--- src/rtl/diff_serial_tx_if.sv ---
// Word handshake into the serial transmitter: the producer drives s_data/s_valid,
// the transmitter returns a registered s_ready.
interface diff_serial_tx_if #(
  parameter int DATA_WIDTH = 16
);
  logic [DATA_WIDTH-1:0] s_data;
  logic                  s_valid;
  logic                  s_ready;

  modport master (output s_data, output s_valid, input s_ready);
  modport slave  (input s_data, input s_valid, output s_ready);
endinterface

--- src/rtl/diff_serial_tx.sv ---
// UART-style frame serialiser (start, LSB-first data, optional even parity under DIFF_TX_PARITY_EN, stop).
// First start-bit cycle follows the accepting edge; s_ready is high only in IDLE, so one IDLE cycle separates frames.
module diff_serial_tx #(
  parameter int DATA_WIDTH = 16,
  parameter int DIV_WIDTH  = 16
) (
  input  logic                 clk,
  input  logic                 resetn,
  input  logic [DIV_WIDTH-1:0] div,
  diff_serial_tx_if.slave      s,
  output logic                 dout,
  output logic                 busy,
  output logic                 frame_done
);

  localparam int IDX_W = $clog2(DATA_WIDTH + 1);

  typedef enum logic [2:0] {
    IDLE,
    START,
    DATA,
`ifdef DIFF_TX_PARITY_EN
    PARITY,
`endif
    STOP
  } state_t;

  state_t                state_q, state_d;
  logic [DIV_WIDTH-1:0]  cnt_q, cnt_d;
  logic [DIV_WIDTH-1:0]  div_q, div_d;
  logic [IDX_W-1:0]      idx_q, idx_d;
  logic [DATA_WIDTH-1:0] sh_q, sh_d;
  logic                  dout_q, dout_d;
  logic                  rdy_q, rdy_d;
  logic                  done_q, done_d;
  logic                  tick;
`ifdef DIFF_TX_PARITY_EN
  logic                  par_q, par_d;
`endif

  assign tick       = (cnt_q == div_q);
  assign dout       = dout_q;
  assign s.s_ready  = rdy_q;
  assign frame_done = done_q;
  assign busy       = (state_q != IDLE);

  always_ff @(posedge clk or negedge resetn) begin
    if (!resetn) begin
      state_q <= IDLE;
      cnt_q   <= '0;
      div_q   <= '0;
      idx_q   <= '0;
      sh_q    <= '0;
      dout_q  <= 1'b1;
      rdy_q   <= 1'b0;
      done_q  <= 1'b0;
`ifdef DIFF_TX_PARITY_EN
      par_q   <= 1'b0;
`endif
    end else begin
      state_q <= state_d;
      cnt_q   <= cnt_d;
      div_q   <= div_d;
      idx_q   <= idx_d;
      sh_q    <= sh_d;
      dout_q  <= dout_d;
      rdy_q   <= rdy_d;
      done_q  <= done_d;
`ifdef DIFF_TX_PARITY_EN
      par_q   <= par_d;
`endif
    end
  end

  // dout is computed from the state being entered so the line changes on the transition edge.
  always_comb begin
    state_d = state_q;
    cnt_d   = cnt_q;
    div_d   = div_q;
    idx_d   = idx_q;
    sh_d    = sh_q;
    dout_d  = dout_q;
    rdy_d   = rdy_q;
    done_d  = 1'b0;
`ifdef DIFF_TX_PARITY_EN
    par_d   = par_q;
`endif
    if (state_q != IDLE) begin
      cnt_d = tick ? '0 : cnt_q + DIV_WIDTH'(1);
    end

    case (state_q)
      IDLE: begin
        rdy_d  = 1'b1;
        dout_d = 1'b1;
        if (s.s_valid && rdy_q) begin
          state_d = START;
          sh_d    = s.s_data;
          div_d   = div;
          cnt_d   = '0;
          idx_d   = '0;
          rdy_d   = 1'b0;
          dout_d  = 1'b0;
`ifdef DIFF_TX_PARITY_EN
          par_d   = ^s.s_data;
`endif
        end
      end
      START: begin
        if (tick) begin
          state_d = DATA;
          dout_d  = sh_q[0];
        end
      end
      DATA: begin
        if (tick) begin
          if (idx_q == IDX_W'(DATA_WIDTH - 1)) begin
`ifdef DIFF_TX_PARITY_EN
            state_d = PARITY;
            dout_d  = par_q;
`else
            state_d = STOP;
            dout_d  = 1'b1;
`endif
          end else begin
            sh_d   = sh_q >> 1;
            idx_d  = idx_q + IDX_W'(1);
            dout_d = sh_q[1];
          end
        end
      end
`ifdef DIFF_TX_PARITY_EN
      PARITY: begin
        if (tick) begin
          state_d = STOP;
          dout_d  = 1'b1;
        end
      end
`endif
      STOP: begin
        if (tick) begin
          state_d = IDLE;
          dout_d  = 1'b1;
          rdy_d   = 1'b1;
          done_d  = 1'b1;
        end
      end
      default: state_d = IDLE;
    endcase
  end

endmodule

--- src/flat_wrapper.sv ---
// flat-port wrapper written by rule: the top's interface ports become plain ports
module diff_serial_tx_flat 
#(
  parameter int DATA_WIDTH = 16,
  parameter int DIV_WIDTH  = 16
)
  (clk, resetn, div, dout, busy, frame_done, s_s_data, s_s_valid, s_s_ready);
  diff_serial_tx_if #(.DATA_WIDTH(DATA_WIDTH)) s_i ();
  input  logic clk;
  input  logic resetn;
  input  logic [DIV_WIDTH-1:0] div;
  output logic dout;
  output logic busy;
  output logic frame_done;
  input wire logic [$bits(s_i.s_data)-1:0] s_s_data;
  input wire logic [$bits(s_i.s_valid)-1:0] s_s_valid;
  output wire logic [$bits(s_i.s_ready)-1:0] s_s_ready;
  assign s_i.s_data = s_s_data;
  assign s_i.s_valid = s_s_valid;
  assign s_s_ready = s_i.s_ready;
  diff_serial_tx #(.DATA_WIDTH(DATA_WIDTH), .DIV_WIDTH(DIV_WIDTH)) u_core (.clk(clk), .resetn(resetn), .div(div), .s(s_i), .dout(dout), .busy(busy), .frame_done(frame_done));
endmodule
--- config.mk ---
export PLATFORM = sky130hd
export DESIGN_NAME = diff_serial_tx_flat
export DESIGN_NICKNAME = d
export VERILOG_FILES = /design/src/rtl/diff_serial_tx_if.sv /design/src/rtl/diff_serial_tx.sv /design/src/flat_wrapper.sv
export SDC_FILE = /design/constraint.sdc
export NUM_CORES = 1
export LEC_CHECK = 0
export ABC_CLOCK_PERIOD_IN_PS = 2200
export CAP_MARGIN = 20
export CORE_MARGIN = 2
export CORE_UTILIZATION = 45
export DETAILED_ROUTE_END_ITERATION = 8
export GPL_TIMING_DRIVEN = 0
export PLACE_DENSITY = 0.66
export REMOVE_ABC_BUFFERS = 1
export SLEW_MARGIN = 10
export SYNTH_ARGS = -nofsm -noshare
export SYNTH_HDL_FRONTEND = slang
export SYNTH_SLANG_ARGS = --single-unit
--- constraint.sdc ---
create_clock -name clk -period 2.2 [get_ports clk]
set_input_delay 0.33 -clock clk [delete_from_list [all_inputs] [get_ports clk]]
set_output_delay 0.33 -clock clk [all_outputs]
set_load 0.02 [all_outputs]
==> flow_summary.yaml <==
global_routing:
  grt_pass1_vias: 2951
  grt_antenna_before_repair: 0
  grt_usage: 0.221
  grt_max_degree: 59
  grt_pass1_wl_um: 14800
  grt-ovfl-total: 0
sta:
  rsz0062_at_grt: "false"
  slew_headroom: 0.430
  slew_viol_final: 0
  hold_viol: 0
  fin_crit_sh: 0.949
  finalWorstSetupSlack_ns: 0.112
  worst_hold_slack_ns: 0.0402
  setup_tns_ns: 0
  min_period_ns: 2.09
  fmax_mhz: 479
  fin_worst_skew_ns: 0.00839
  finalSetupViolCount: 0
  tightestPinTransition_ns: 0.853
layout:
  antennaDiodeCount: 0
  utilization: 0.593
  final_cell_area_mm2: 0.00432
  drive_above_1_share: 0.176
  fillers: 636
  finalNonFillerCells: 513
  final_nets: 451
  area_growth_pct: 26.3
synth:
  synth-compound-area-share: 0.143
  synth.mux.area_fraction: 0.0628
  synth_edf_count: 0
  synth_simple_gate_area_share: 0.232
  ys_ff_latch: 58
  yosys_warnings: 0
  synth_top_cell_by_area: "dfrtp_1"
  ys.flop_type: "dfrtp_1"
  async_flop_share: 1.00
  synth_most_common_cell: "dfrtp_1"
  synthTopCellsByCount: "dfrtp_1 (57), nand3_1 (46), nand4_1 (34), inv_1 (23), a21oi_1 (22)"
  synth_cell_types: 51
  synth.top_cell.area_share: 0.417
  ys_seq_area_frac: 0.424
  synth_top_family_by_area: "simple AND/OR/NAND/NOR gates"
  synth_area_mm2: 0.00342
  synthCells: 365
  synth_xor_area_frac: 0.0409
  synthAdderAreaFrac: 0.0256
  yosys-top-cells-area: "dfrtp_1 (42%), nand3_1 (6.7%), nand4_1 (6.2%)"
  syn_avg_cell_area_um2: 9.38
critical_path:
  crit_fanout: 5
  rr_startpoint: "u_core.idx_q[0]"
  crit_path_end_kind: "output pin"
  slowest_delay_ns: 0.54
  start_kind: "flop"
  crit_required_ns: 1.87
  arrival_ns: 1.76
  crit_type: "reg -> out"
  path_cells: "inv_1 -> ha_4 -> clkinvlp_4 -> clkdlybuf4s50_1"
  r2r_slack_ns: 0.14
  path_buf_inv: 3
  cp_slowest_cell: "clkdlybuf4s50_1"
  reg2reg_to: "u_core.idx_q[4]"
  ff2ff_path_depth: 6
  critPathTopFamily: "buffers and inverters"
placement:
  gp_congestion: 0.756
  hpwlAfterDp_um: 4840
  dp_cells: 475
  dp_slack_ns: -1.03
  numPortBuffers: 38
  post_dp_cell_area_mm2: 0.00381
power:
  power.density_mw_per_mm2: 1440
  p_leak_nw: 1.86
  vdd_ir_drop_max_mv: 0.701
  power_mw: 6.21
die:
  row_count: 31
  die-area_mm2: 0.00832
  die_x_um: 91.2
  die_h_um: 91.2
  io-pin-count: 39
  coreArea_mm2: 0.00729
  start_util: 0.470
route:
  first_pass_iters: 4
  viasPerCell: 6.00
  drt_iter0_drc: 177
  drc: 0
  route.vias.total: 3079
  wl_per_cell_um: 17.5
  ant_nets: 0
  drt-total-wl_um: 8970
clock_tree:
  cts-hold-fix-buffers: 0
  h-tree-depth: 3
  clk_path_buf_depth: 2
  cts_buffers: 9
  cts_tree: "built"
  cts_num_sinks: 58
  cts-root-buf: "clkbuf_8"
  clkSlewWorstSetupHoldPaths_ns: 0.07
  clock_latency_ns: 0.34
run:
  max_cap_viol_count: 0
min_path:
  hold_class: "in -> async"
run_status:
  outcome: "finished, final reports clean"
layout make-up:
| cell class | count | area, um2 | area share |
|---|---|---|---|
| Clock inverter | 5 | 77.6 | 0.0179 |
| Sequential cell | 58 | 1450 | 0.336 |
| Clock buffer | 11 | 141 | 0.0327 |
| Timing Repair Buffer | 59 | 567 | 0.131 |
| Multi-Input combinational cell | 257 | 1870 | 0.431 |
| Inverter | 24 | 96.3 | 0.0223 |
| Tap cell | 99 | 124 | 0.0286 |
how the worst max path moves through the flow:
stage                     depth (start not counted)                to              start  slack (ns)
after floorplan                                   7   u_core.idx_q[2]  u_core.state_q[0]       -1.13
after detailed placement                          7   u_core.idx_q[3]  u_core.state_q[1]       -1.03
after global routing                              4              busy  u_core.state_q[0]        0.04
final                                             4              busy  u_core.state_q[0]        0.11
after CTS                                         5  u_core.cnt_q[14]   u_core.cnt_q[11]       0.007
after global placement                            7   u_core.idx_q[3]  u_core.state_q[0]       -2.43
layer usage:
layer  global-route usage  wire (um)
met1                0.275       3870
met4               0.0442         52
met2                0.388       4480
met3               0.0589        559
met5                    0          0
placed cells by master (no fill, tap or decap), drive strengths merged, types with 5 or more instances in the layout:
cell type,synthesis,final
dfrtp,57,57
nand3,46,46
clkdlybuf4s50,0,37
nand4,35,36
inv,23,23
a21oi,22,23
buf,10,22
o21ai,19,19
nand2,17,17
mux2,17,17
xor2,16,16
clkbuf,19,11
nor4,8,8
a31oi,7,7
ha,7,7
and3,6,6
nor2,6,6
nor3,6,6
and4,5,6
o31ai,5,5
where the power goes:
part           switching (mW)  leakage [nW]  internal [mW]
Combinational            1.73          1.02           1.39
Sequential              0.448         0.728           1.53
Clock                   0.445         0.109          0.665
state kept, by name, indices dropped and copies added (netlist names):
| register | count |
|---|---|
| u_core.cnt_q | 16 |
| u_core.div_q | 16 |
| u_core.sh_q | 16 |
| u_core.idx_q | 5 |
| u_core.state_q | 2 |
| u_core.dout | 1 |
| u_core.frame_done | 1 |
| u_core.s.s_ready | 1 |
timing repair:
action                                  CTS  global route
gates cloned                              3             0
setup buffers                            13             6
endpoints found under the setup margin   58            19
resized for setup                        14             2
pin swaps                                 7             2
kinds of logic after synthesis:
group,after synthesis
AO/OA/AOI/OAI,75
multiplexers,19
adder cells (fa/ha/maj),7
flip-flops,58
AND/OR/NAND/NOR,137
XOR/XNOR,16
buffers and inverters,53
Power figures use the tool's default switching activity.
